$ cat config.mk
export PLATFORM = sky130hd
export DESIGN_NAME = irq_step_sequencer_flat
export DESIGN_NICKNAME = d
export VERILOG_FILES = /design/src/rtl/irq_step_sequencer_if.sv /design/src/rtl/irq_step_sequencer.sv /design/src/flat_wrapper.sv
export SDC_FILE = /design/constraint.sdc
export NUM_CORES = 1
export LEC_CHECK = 0
export ABC_CLOCK_PERIOD_IN_PS = 2400
export CELL_PAD_IN_SITES_DETAIL_PLACEMENT = 1
export CELL_PAD_IN_SITES_GLOBAL_PLACEMENT = 2
export CORE_MARGIN = 3
export CORE_UTILIZATION = 34
export DETAILED_ROUTE_END_ITERATION = 10
export DONT_BUFFER_PORTS = 1
export PLACE_DENSITY = 0.82
export SLEW_MARGIN = 40
export SYNTH_ARGS = -nofsm -noshare
export SYNTH_HDL_FRONTEND = slang
export SYNTH_SLANG_ARGS = --single-unit
export TNS_END_PERCENT = 20
$ cat constraint.sdc
create_clock -name clk -period 2.4 [get_ports clk]
set_clock_uncertainty 0.15 [all_clocks]
set_input_delay 0.36 -clock clk [delete_from_list [all_inputs] [get_ports clk]]
set_output_delay 0.36 -clock clk [all_outputs]
set_load 0.03 [all_outputs]
$ cat src/rtl/irq_step_sequencer_if.sv
// -----------------------------------------------------------------------------
// irq_step_sequencer_if
// Bundles the decoder handshake, memory data bus and interrupt lines that
// connect the step sequencer to the rest of the CPU core.
//
// Parameters:
//   STEP_W   width of the step counter
//   NUM_IRQ  number of interrupt sources (index 0 = highest priority)
//
// Signals (direction seen from the sequencer):
//   in : done, is_cond, cond[1:0], flags[3:0] {z,n,h,c}, next_cond,
//        d_in[7:0], halt_req, ei_req, di_req, irq_pending[NUM_IRQ-1:0]
//   out: ir[7:0], in_prefix, in_irq, irq_idx, irq_ack[NUM_IRQ-1:0],
//        step, halted, ime, seq_err
//
// Modports:
//   master  decoder / memory / interrupt-controller side
//   slave   the step sequencer itself
// -----------------------------------------------------------------------------
interface irq_step_sequencer_if #(
   parameter int STEP_W  = 3,
   parameter int NUM_IRQ = 5
) ();

   localparam int IDX_W = (NUM_IRQ > 1) ? $clog2(NUM_IRQ) : 1;

   // decoder -> sequencer
   logic               done;
   logic               is_cond;
   logic [1:0]         cond;
   logic [3:0]         flags;
   logic [STEP_W-1:0]  next_cond;
   logic               halt_req;
   logic               ei_req;
   logic               di_req;

   // memory bus and interrupt controller -> sequencer
   logic [7:0]         d_in;
   logic [NUM_IRQ-1:0] irq_pending;

   // sequencer -> decoder / interrupt controller
   logic [7:0]         ir;
   logic               in_prefix;
   logic               in_irq;
   logic [IDX_W-1:0]   irq_idx;
   logic [NUM_IRQ-1:0] irq_ack;
   logic [STEP_W-1:0]  step;
   logic               halted;
   logic               ime;
   logic               seq_err;

   modport master (
      output done, is_cond, cond, flags, next_cond, halt_req, ei_req, di_req,
      output d_in, irq_pending,
      input  ir, in_prefix, in_irq, irq_idx, irq_ack, step, halted, ime, seq_err
   );

   modport slave (
      input  done, is_cond, cond, flags, next_cond, halt_req, ei_req, di_req,
      input  d_in, irq_pending,
      output ir, in_prefix, in_irq, irq_idx, irq_ack, step, halted, ime, seq_err
   );

endinterface

$ cat src/rtl/irq_step_sequencer.sv
// -----------------------------------------------------------------------------
// irq_step_sequencer
// Opcode step sequencer for an SM83-style core. Holds the instruction
// register and per-opcode step counter, latches the CB prefix page, applies
// the conditional-branch step override, and adds interrupt dispatch
// (fixed-priority, lowest index wins), IME with a one-instruction EI delay,
// and HALT with wake on any pending interrupt.
//
// Ports:
//   clk   clock
//   rst   synchronous, active-low reset
//   bus   irq_step_sequencer_if.slave (decoder handshake, d_in, irq lines,
//         and all registered sequencer outputs)
//
// Parameters:
//   STEP_W     step counter width; the last legal step is 2^STEP_W-1
//   NUM_IRQ    interrupt sources
//   IRQ_STEPS  cycles spent in the dispatch micro-sequence (2..2^STEP_W)
//   PREFIX_OP  opcode that selects the prefixed page
// -----------------------------------------------------------------------------
module irq_step_sequencer #(
   parameter int         STEP_W    = 3,
   parameter int         NUM_IRQ   = 5,
   parameter int         IRQ_STEPS = 5,
   parameter logic [7:0] PREFIX_OP = 8'hCB
) (
   input logic                 clk,
   input logic                 rst,
   irq_step_sequencer_if.slave bus
);

   localparam int IDX_W = (NUM_IRQ > 1) ? $clog2(NUM_IRQ) : 1;

   localparam logic [STEP_W-1:0] STEP_MAX = {STEP_W{1'b1}};
   localparam logic [STEP_W-1:0] IRQ_LAST = STEP_W'(IRQ_STEPS - 1);
   localparam logic [STEP_W-1:0] STEP_ONE = STEP_W'(1);

   typedef enum logic [1:0] {
      ST_RUN  = 2'd0,
      ST_HALT = 2'd1,
      ST_IRQ  = 2'd2
   } state_e;

   // ---------------------------------------------------------------------
   // Helpers
   // ---------------------------------------------------------------------

   // Branch condition test: NZ, Z, NC, C.
   function automatic logic cond_match(input logic [1:0] c_sel,
                                       input logic       z_f,
                                       input logic       c_f);
      logic m;
      case (c_sel)
         2'd0:    m = ~z_f;
         2'd1:    m = z_f;
         2'd2:    m = ~c_f;
         2'd3:    m = c_f;
         default: m = 1'b0;
      endcase
      return m;
   endfunction

   // Index of the lowest set bit; scanning downwards lets the lowest win.
   function automatic logic [IDX_W-1:0] lowest_idx(input logic [NUM_IRQ-1:0] p);
      logic [IDX_W-1:0] r;
      r = '0;
      for (int i = NUM_IRQ - 1; i >= 0; i--) begin
         if (p[i]) begin
            r = IDX_W'(i);
         end else begin
            r = r;
         end
      end
      return r;
   endfunction

   // One-hot decode of a source index.
   function automatic logic [NUM_IRQ-1:0] idx_onehot(input logic [IDX_W-1:0] idx);
      logic [NUM_IRQ-1:0] r;
      for (int i = 0; i < NUM_IRQ; i++) begin
         r[i] = (IDX_W'(i) == idx);
      end
      return r;
   endfunction

   // ---------------------------------------------------------------------
   // State
   // ---------------------------------------------------------------------
   state_e             state_q,       state_d;
   logic [7:0]         ir_q,          ir_d;
   logic [STEP_W-1:0]  step_q,        step_d;
   logic               in_prefix_q,   in_prefix_d;
   logic               in_irq_q,      in_irq_d;
   logic [IDX_W-1:0]   irq_idx_q,     irq_idx_d;
   logic [NUM_IRQ-1:0] irq_ack_q,     irq_ack_d;
   logic               halted_q,      halted_d;
   logic               ime_q,         ime_d;
   logic               ime_pending_q, ime_pending_d;
   logic               seq_err_q,     seq_err_d;

   logic               irq_any_s;
   logic               ime_eff_s;
   logic               take_irq_s;
   logic [IDX_W-1:0]   irq_sel_s;
   logic               flags_nh_unused;

   assign irq_any_s = |bus.irq_pending;
   assign irq_sel_s = lowest_idx(bus.irq_pending);
   // A DI finishing this very cycle masks dispatch at its own done.
   assign ime_eff_s = (ime_q | ime_pending_q) & ~(bus.done & bus.di_req);
   // n and h do not take part in any branch condition.
   assign flags_nh_unused = ^bus.flags[2:1];

   // Decide whether an interrupt dispatch starts on this edge.
   always_comb begin
      take_irq_s = 1'b0;
      case (state_q)
         ST_RUN:  take_irq_s = bus.done & ime_eff_s & irq_any_s;
         ST_HALT: take_irq_s = irq_any_s & ime_q;
         ST_IRQ:  take_irq_s = 1'b0;
         default: take_irq_s = 1'b0;
      endcase
   end

   // Next-state and next-output computation for the sequencer FSM.
   always_comb begin
      state_d       = state_q;
      ir_d          = ir_q;
      step_d        = step_q;
      in_prefix_d   = in_prefix_q;
      in_irq_d      = in_irq_q;
      irq_idx_d     = irq_idx_q;
      irq_ack_d     = '0;
      halted_d      = halted_q;
      ime_d         = ime_q;
      ime_pending_d = ime_pending_q;
      seq_err_d     = seq_err_q;

      if (take_irq_s) begin
         // Dispatch entry; ir keeps the interrupted opcode until the
         // vector opcode is fetched at the end of the micro-sequence.
         state_d       = ST_IRQ;
         in_irq_d      = 1'b1;
         halted_d      = 1'b0;
         step_d        = '0;
         in_prefix_d   = 1'b0;
         irq_idx_d     = irq_sel_s;
         irq_ack_d     = idx_onehot(irq_sel_s);
         ime_d         = 1'b0;
         ime_pending_d = 1'b0;
      end else begin
         case (state_q)
            ST_RUN: begin
               if (bus.done) begin
                  // A pending interrupt with IME off cancels HALT and the
                  // next opcode is fetched normally.
                  if (bus.halt_req && !irq_any_s) begin
                     state_d  = ST_HALT;
                     halted_d = 1'b1;
                     step_d   = '0;
                  end else begin
                     ir_d        = bus.d_in;
                     step_d      = '0;
                     in_prefix_d = 1'b0;
                  end
                  // DI clears, otherwise a delayed EI is promoted.
                  if (bus.di_req) begin
                     ime_d = 1'b0;
                  end else if (ime_pending_q) begin
                     ime_d = 1'b1;
                  end else begin
                     ime_d = ime_q;
                  end
                  // Any earlier pending flag is consumed above, so only a
                  // new EI leaves it set.
                  ime_pending_d = bus.ei_req;
               end else if ((step_q == '0) && (ir_q == PREFIX_OP) && !in_prefix_q) begin
                  ir_d        = bus.d_in;
                  in_prefix_d = 1'b1;
               end else if (bus.is_cond &&
                            !cond_match(bus.cond, bus.flags[3], bus.flags[0])) begin
                  step_d = bus.next_cond;
               end else if (step_q == STEP_MAX) begin
                  seq_err_d = 1'b1;
               end else begin
                  step_d = step_q + STEP_ONE;
               end
            end

            ST_HALT: begin
               if (irq_any_s) begin
                  state_d  = ST_RUN;
                  halted_d = 1'b0;
                  ir_d     = bus.d_in;
                  step_d   = '0;
               end else begin
                  step_d = '0;
               end
            end

            ST_IRQ: begin
               if (step_q == IRQ_LAST) begin
                  state_d  = ST_RUN;
                  in_irq_d = 1'b0;
                  ir_d     = bus.d_in;
                  step_d   = '0;
               end else begin
                  step_d = step_q + STEP_ONE;
               end
            end

            default: begin
               state_d  = ST_RUN;
               halted_d = 1'b0;
               in_irq_d = 1'b0;
               step_d   = '0;
            end
         endcase
      end
   end

   // State and output registers with synchronous active-low reset.
   always_ff @(posedge clk) begin
      if (!rst) begin
         state_q       <= ST_RUN;
         ir_q          <= 8'h00;
         step_q        <= '0;
         in_prefix_q   <= 1'b0;
         in_irq_q      <= 1'b0;
         irq_idx_q     <= '0;
         irq_ack_q     <= '0;
         halted_q      <= 1'b0;
         ime_q         <= 1'b0;
         ime_pending_q <= 1'b0;
         seq_err_q     <= 1'b0;
      end else begin
         state_q       <= state_d;
         ir_q          <= ir_d;
         step_q        <= step_d;
         in_prefix_q   <= in_prefix_d;
         in_irq_q      <= in_irq_d;
         irq_idx_q     <= irq_idx_d;
         irq_ack_q     <= irq_ack_d;
         halted_q      <= halted_d;
         ime_q         <= ime_d;
         ime_pending_q <= ime_pending_d;
         seq_err_q     <= seq_err_d;
      end
   end

   assign bus.ir        = ir_q;
   assign bus.step      = step_q;
   assign bus.in_prefix = in_prefix_q;
   assign bus.in_irq    = in_irq_q;
   assign bus.irq_idx   = irq_idx_q;
   assign bus.irq_ack   = irq_ack_q;
   assign bus.halted    = halted_q;
   assign bus.ime       = ime_q;
   assign bus.seq_err   = seq_err_q;

endmodule

$ cat src/flat_wrapper.sv
// flat-port wrapper written by rule: the top's interface ports become plain ports
module irq_step_sequencer_flat 
#(
   parameter int         STEP_W    = 3,
   parameter int         NUM_IRQ   = 5,
   parameter int         IRQ_STEPS = 5,
   parameter logic [7:0] PREFIX_OP = 8'hCB
)
  (clk, rst, bus_done, bus_is_cond, bus_cond, bus_flags, bus_next_cond, bus_halt_req, bus_ei_req, bus_di_req, bus_d_in, bus_irq_pending, bus_ir, bus_in_prefix, bus_in_irq, bus_irq_idx, bus_irq_ack, bus_step, bus_halted, bus_ime, bus_seq_err);
  irq_step_sequencer_if #(.STEP_W(STEP_W), .NUM_IRQ(NUM_IRQ)) bus_i ();
  input logic clk;
  input logic rst;
  input wire logic [$bits(bus_i.done)-1:0] bus_done;
  input wire logic [$bits(bus_i.is_cond)-1:0] bus_is_cond;
  input wire logic [$bits(bus_i.cond)-1:0] bus_cond;
  input wire logic [$bits(bus_i.flags)-1:0] bus_flags;
  input wire logic [$bits(bus_i.next_cond)-1:0] bus_next_cond;
  input wire logic [$bits(bus_i.halt_req)-1:0] bus_halt_req;
  input wire logic [$bits(bus_i.ei_req)-1:0] bus_ei_req;
  input wire logic [$bits(bus_i.di_req)-1:0] bus_di_req;
  input wire logic [$bits(bus_i.d_in)-1:0] bus_d_in;
  input wire logic [$bits(bus_i.irq_pending)-1:0] bus_irq_pending;
  output wire logic [$bits(bus_i.ir)-1:0] bus_ir;
  output wire logic [$bits(bus_i.in_prefix)-1:0] bus_in_prefix;
  output wire logic [$bits(bus_i.in_irq)-1:0] bus_in_irq;
  output wire logic [$bits(bus_i.irq_idx)-1:0] bus_irq_idx;
  output wire logic [$bits(bus_i.irq_ack)-1:0] bus_irq_ack;
  output wire logic [$bits(bus_i.step)-1:0] bus_step;
  output wire logic [$bits(bus_i.halted)-1:0] bus_halted;
  output wire logic [$bits(bus_i.ime)-1:0] bus_ime;
  output wire logic [$bits(bus_i.seq_err)-1:0] bus_seq_err;
  assign bus_i.done = bus_done;
  assign bus_i.is_cond = bus_is_cond;
  assign bus_i.cond = bus_cond;
  assign bus_i.flags = bus_flags;
  assign bus_i.next_cond = bus_next_cond;
  assign bus_i.halt_req = bus_halt_req;
  assign bus_i.ei_req = bus_ei_req;
  assign bus_i.di_req = bus_di_req;
  assign bus_i.d_in = bus_d_in;
  assign bus_i.irq_pending = bus_irq_pending;
  assign bus_ir = bus_i.ir;
  assign bus_in_prefix = bus_i.in_prefix;
  assign bus_in_irq = bus_i.in_irq;
  assign bus_irq_idx = bus_i.irq_idx;
  assign bus_irq_ack = bus_i.irq_ack;
  assign bus_step = bus_i.step;
  assign bus_halted = bus_i.halted;
  assign bus_ime = bus_i.ime;
  assign bus_seq_err = bus_i.seq_err;
  irq_step_sequencer #(.STEP_W(STEP_W), .NUM_IRQ(NUM_IRQ), .IRQ_STEPS(IRQ_STEPS), .PREFIX_OP(PREFIX_OP)) u_core (.clk(clk), .rst(rst), .bus(bus_i));
endmodule
==> results summary <==
The start-to-end type of the worst setup path is reg2reg. The max-slew violation total from the final report is 0. Power comes to between 0.8 and 0.9 mW. The transition time at the pin with the least slew margin came out at 0.650 ns. The worst setup timing slack at the placement stage came out at around 0.25 ns.

The layout filler cell count is slightly above 400. The die area came out at about 0.0046 mm2. The worst hold path belongs to the class in2reg.

The accumulated negative setup slack is 0 ns. Of the total power, registers draw 0.559. The nature of the critical path startpoint is a flip-flop. The least setup slack across all paths after layout is around 0.24 ns. The power share of the clock group came out at 0.296. The first global-routing pass estimated ~5.3 mm of wire. Summing all non-filler instances in the final layout gives an area of roughly 0.0015 mm2. CTS saw 27 sinks.

The relative contribution of combinational cells to total power is 0.145. In this run the worst path has a maximum fanout of 6. The area growth from synthesis to layout is 13.2%. The chip height is approximately 68 um.

The number of antenna violations at the first check in global routing came out at 0. The share of synthesized area occupied by flip-flops and latches is 0.420. The number of flops mapped to enable cells by yosys is 0. The synthesized netlist cell count is around 140. The count of buffers from port buffering came out at 0. The worst path required time is 2.39 ns. After clock tree synthesis, the clock-pin slew on the worst setup and hold paths is approximately 0.090 ns. For this block, the routed nets add up to ~3.2 mm of wire. The cell internal power dissipation is ~0.64 mW.

In this design, the largest share of critical-path delay is due to compound AO/OA/AOI/OAI gates. The number of nets with antenna violations after routing came out at 0. Once placement finished, the instance area stood at about 0.0014 mm2.

TritonCTS built the clock tree. The HPWL after detailed placement is 2.49 mm. The cell count after placement is approximately 190. The number of detailed-route iterations in the first pass came out at 4. The level count of the clock H-tree came out at 1.

Clock tree synthesis selected as its root buffer the cell clkbuf_8. The worst endpoint data arrival time is 2.15 ns. The final critical-path required period came out at 2.16 ns. By count the netlist is led by 27 x dfxtp_1, 27 x nand2_1, 12 x mux2i_1. The number of nets produced by synthesis is between 150 and 200. The number of primary I/O pins came out at between 50 and 60. The pin count of the biggest net entering global routing came out at 27. The number of synthesis warnings is 0.

The run finished with clean final reports. The most used flip-flop cell after synthesis is dfxtp_1. The global placement routability congestion came out at ~0.7. The number of placement rows is 21.

The die is 67.5 um wide. The total inserted antenna cells is 0. After detailed routing, the number of remaining DRC violations is 0. The post-CTS setup repair buffer count came out at 0. The DRC marker count from the first detailed-route iteration is 15. After global routing the overflow that remains totals 0.

The number of clock buffers added by TritonCTS is 3. The area fraction of the dominant cell type after synthesis came out at 0.420. The initial standard-cell utilization of the core is 0.368. In the finished design, the share of the clock period the worst path needs comes to 0.898. In the post-synthesis netlist, the biggest area contributors are dfxtp_1 42%, mux2i_1 9.3%, nand2_1 7.9%.

The mean post-synth cell area is between 9 and 10 um2. The delay contributed by the slowest stage of the critical path came out at 0.55 ns. The all-layer global routing usage is 0.156. Setup repair after global routing left no endpoint under its margin. Walking the worst path, the cells encountered are inv_1 -> ha_1 -> and4b_1 -> nand4_1 -> o21ai_0 -> a221oi_1 -> a211oi_1. The worst IR drop on VDD came out at approximately 270 uV.

The final routed wire length divided by cell count is around 16 um. The region available for standard cell placement spans 0.00349 mm2. The cell area after technology mapping is around 0.0013 mm2. Of the total power, the share spent switching nets is 0.279.

The power density relative to cell area came out at 609 mW/mm2. The final worst hold slack came out at between 0.02 and 0.03 ns. The clock latency on the worst-skew pair is ~0.28 ns. The final count of hold timing violations came out at 0. The number of max-cap violations came out at 0.

Of the cells placed in the final design, the portion with a size suffix greater than 1 is 0.132. The worst path buffer plus inverter count came out at 1. The power spent charging and discharging nets is 0.248 mW. The longest clock path from root to sink contains 2 buffers. At the end of the flow, the number of nets in the layout was 184.

The post-layout utilization of the core is 0.417. The relative slew slack came out at 0.562. The library cell with the largest summed area after synthesis is dfxtp_1.

The via count normalized by instance count is 5.38. The routed layout has approximately 1,100 vias. For this run, the number of standard cells in the final layout without fillers is 197. The leakage power summed over all cells is 0.605 nW. Timing would allow up to ~0.46 GHz. The number of failing setup endpoints in the final timing report came out at 0.

The netlist uses 38 different library cells. The proportion of synthesized flip-flops having asynchronous set or reset came out at 0. The synthesized design contains 27 register bits.

The slowest stage of the critical path is the dfxtp_1 cell. The worst setup path is captured at a flip-flop. The via count of the first global-routing pass is about 1,100.
[sequential cells by signal, summed over array words and instances (netlist names)]
| name | flops |
|---|---|
| u_core.bus.in_prefix | 1 |
| u_core.bus.ime | 1 |
| u_core.ime_pending_q | 1 |
| u_core.bus.irq_idx | 3 |
| u_core.bus.ir | 8 |
| u_core.bus.in_irq | 1 |
| u_core.bus.halted | 1 |
| u_core.bus.seq_err | 1 |
| u_core.bus.step | 3 |
| u_core.state_q | 2 |
| u_core.bus.irq_ack | 5 |
[layout make-up]
| class | count | area, um2 | area share |
|---|---|---|---|
| flip-flops and latches | 27 | 541 | 0.371 |
| clock buffers | 3 | 41.3 | 0.0284 |
| multi-input cells | 102 | 698 | 0.479 |
| clock inverters | 1 | 5.00 | 0.00344 |
| well taps | 46 | 57.6 | 0.0395 |
| inverters | 7 | 26.3 | 0.0180 |
| repair buffers | 11 | 87.6 | 0.0601 |
[repair_timing]
item,4_1_cts,5_1_grt
resized for setup,0,0
hold endpoints to repair,2,0
hold buffers,2,0
[power by group through the flow]
stage	clock network, mW	logic, mW	registers, mW
2_1_floorplan	0	0.0815	0.521
3_3_place_gp	0	0.122	0.506
3_5_place_dp	0	0.127	0.508
4_1_cts	0.277	0.131	0.497
5_1_grt	0.294	0.144	0.500
6_report	0.262	0.129	0.496
[worst register-to-register path, delay by kind of cell, from the launching register on]
family          cells  cell delay, ns
simple gates        2            0.33
buf+inv             1            0.11
fa+ha+maj           1            0.23
compound gates      3            0.65
flops               1            0.55
[logic make-up after synthesis]
| kind of cell | synth area share |
|---|---|
| AOI/OAI and AO/OA | 0.158 |
| DFF | 0.420 |
| muxes | 0.0934 |
| adders and majority gates | 0.0292 |
| and+or+nand+nor | 0.263 |
| buffers and inverters | 0.0370 |
[path summary, 6_finish.rpt]
| check | cells past startpoint | from | slack [ns] | end |
|---|---|---|---|---|
| max | 7 | u_core.bus.step[1] | 0.24 | u_core.bus.step[2] |
| min reg2reg | 2 | u_core.ime_pending_q | 0.40 | u_core.ime_pending_q |
| min | 1 | bus_di_req | 0.03 | u_core.bus.ime |
| max reg2reg | 7 | u_core.bus.step[1] | 0.24 | u_core.bus.step[2] |
[routing by layer]
layer  share of wire  GRT usage
met2            0.46      0.260
met4           0.016     0.0684
met5               0          0
met3           0.096     0.0532
met1            0.42      0.180
[cells in the final DEF (no fill, tap or decap), types with 2 or more instances in the layout]
cell,Yosys,routed
a221oi_1,3,3
inv_1,7,7
o21ai_0,4,4
buf_4,0,9
nor2_1,5,5
ha_1,3,3
dlygate4sd3_1,0,2
a211oi_1,4,4
dfxtp_1,27,27
clkbuf_8,0,3
nor3b_1,2,2
nor2b_1,3,3
nand3_1,2,2
and3_1,4,4
and2_1,2,2
or4_1,2,2
nand2_1,27,27
a21oi_1,5,5
and4b_1,2,2
nand2b_1,2,2
nor3_1,3,3
a21boi_0,2,2
mux2i_1,12,12
(Power assumes the default switching activity.)
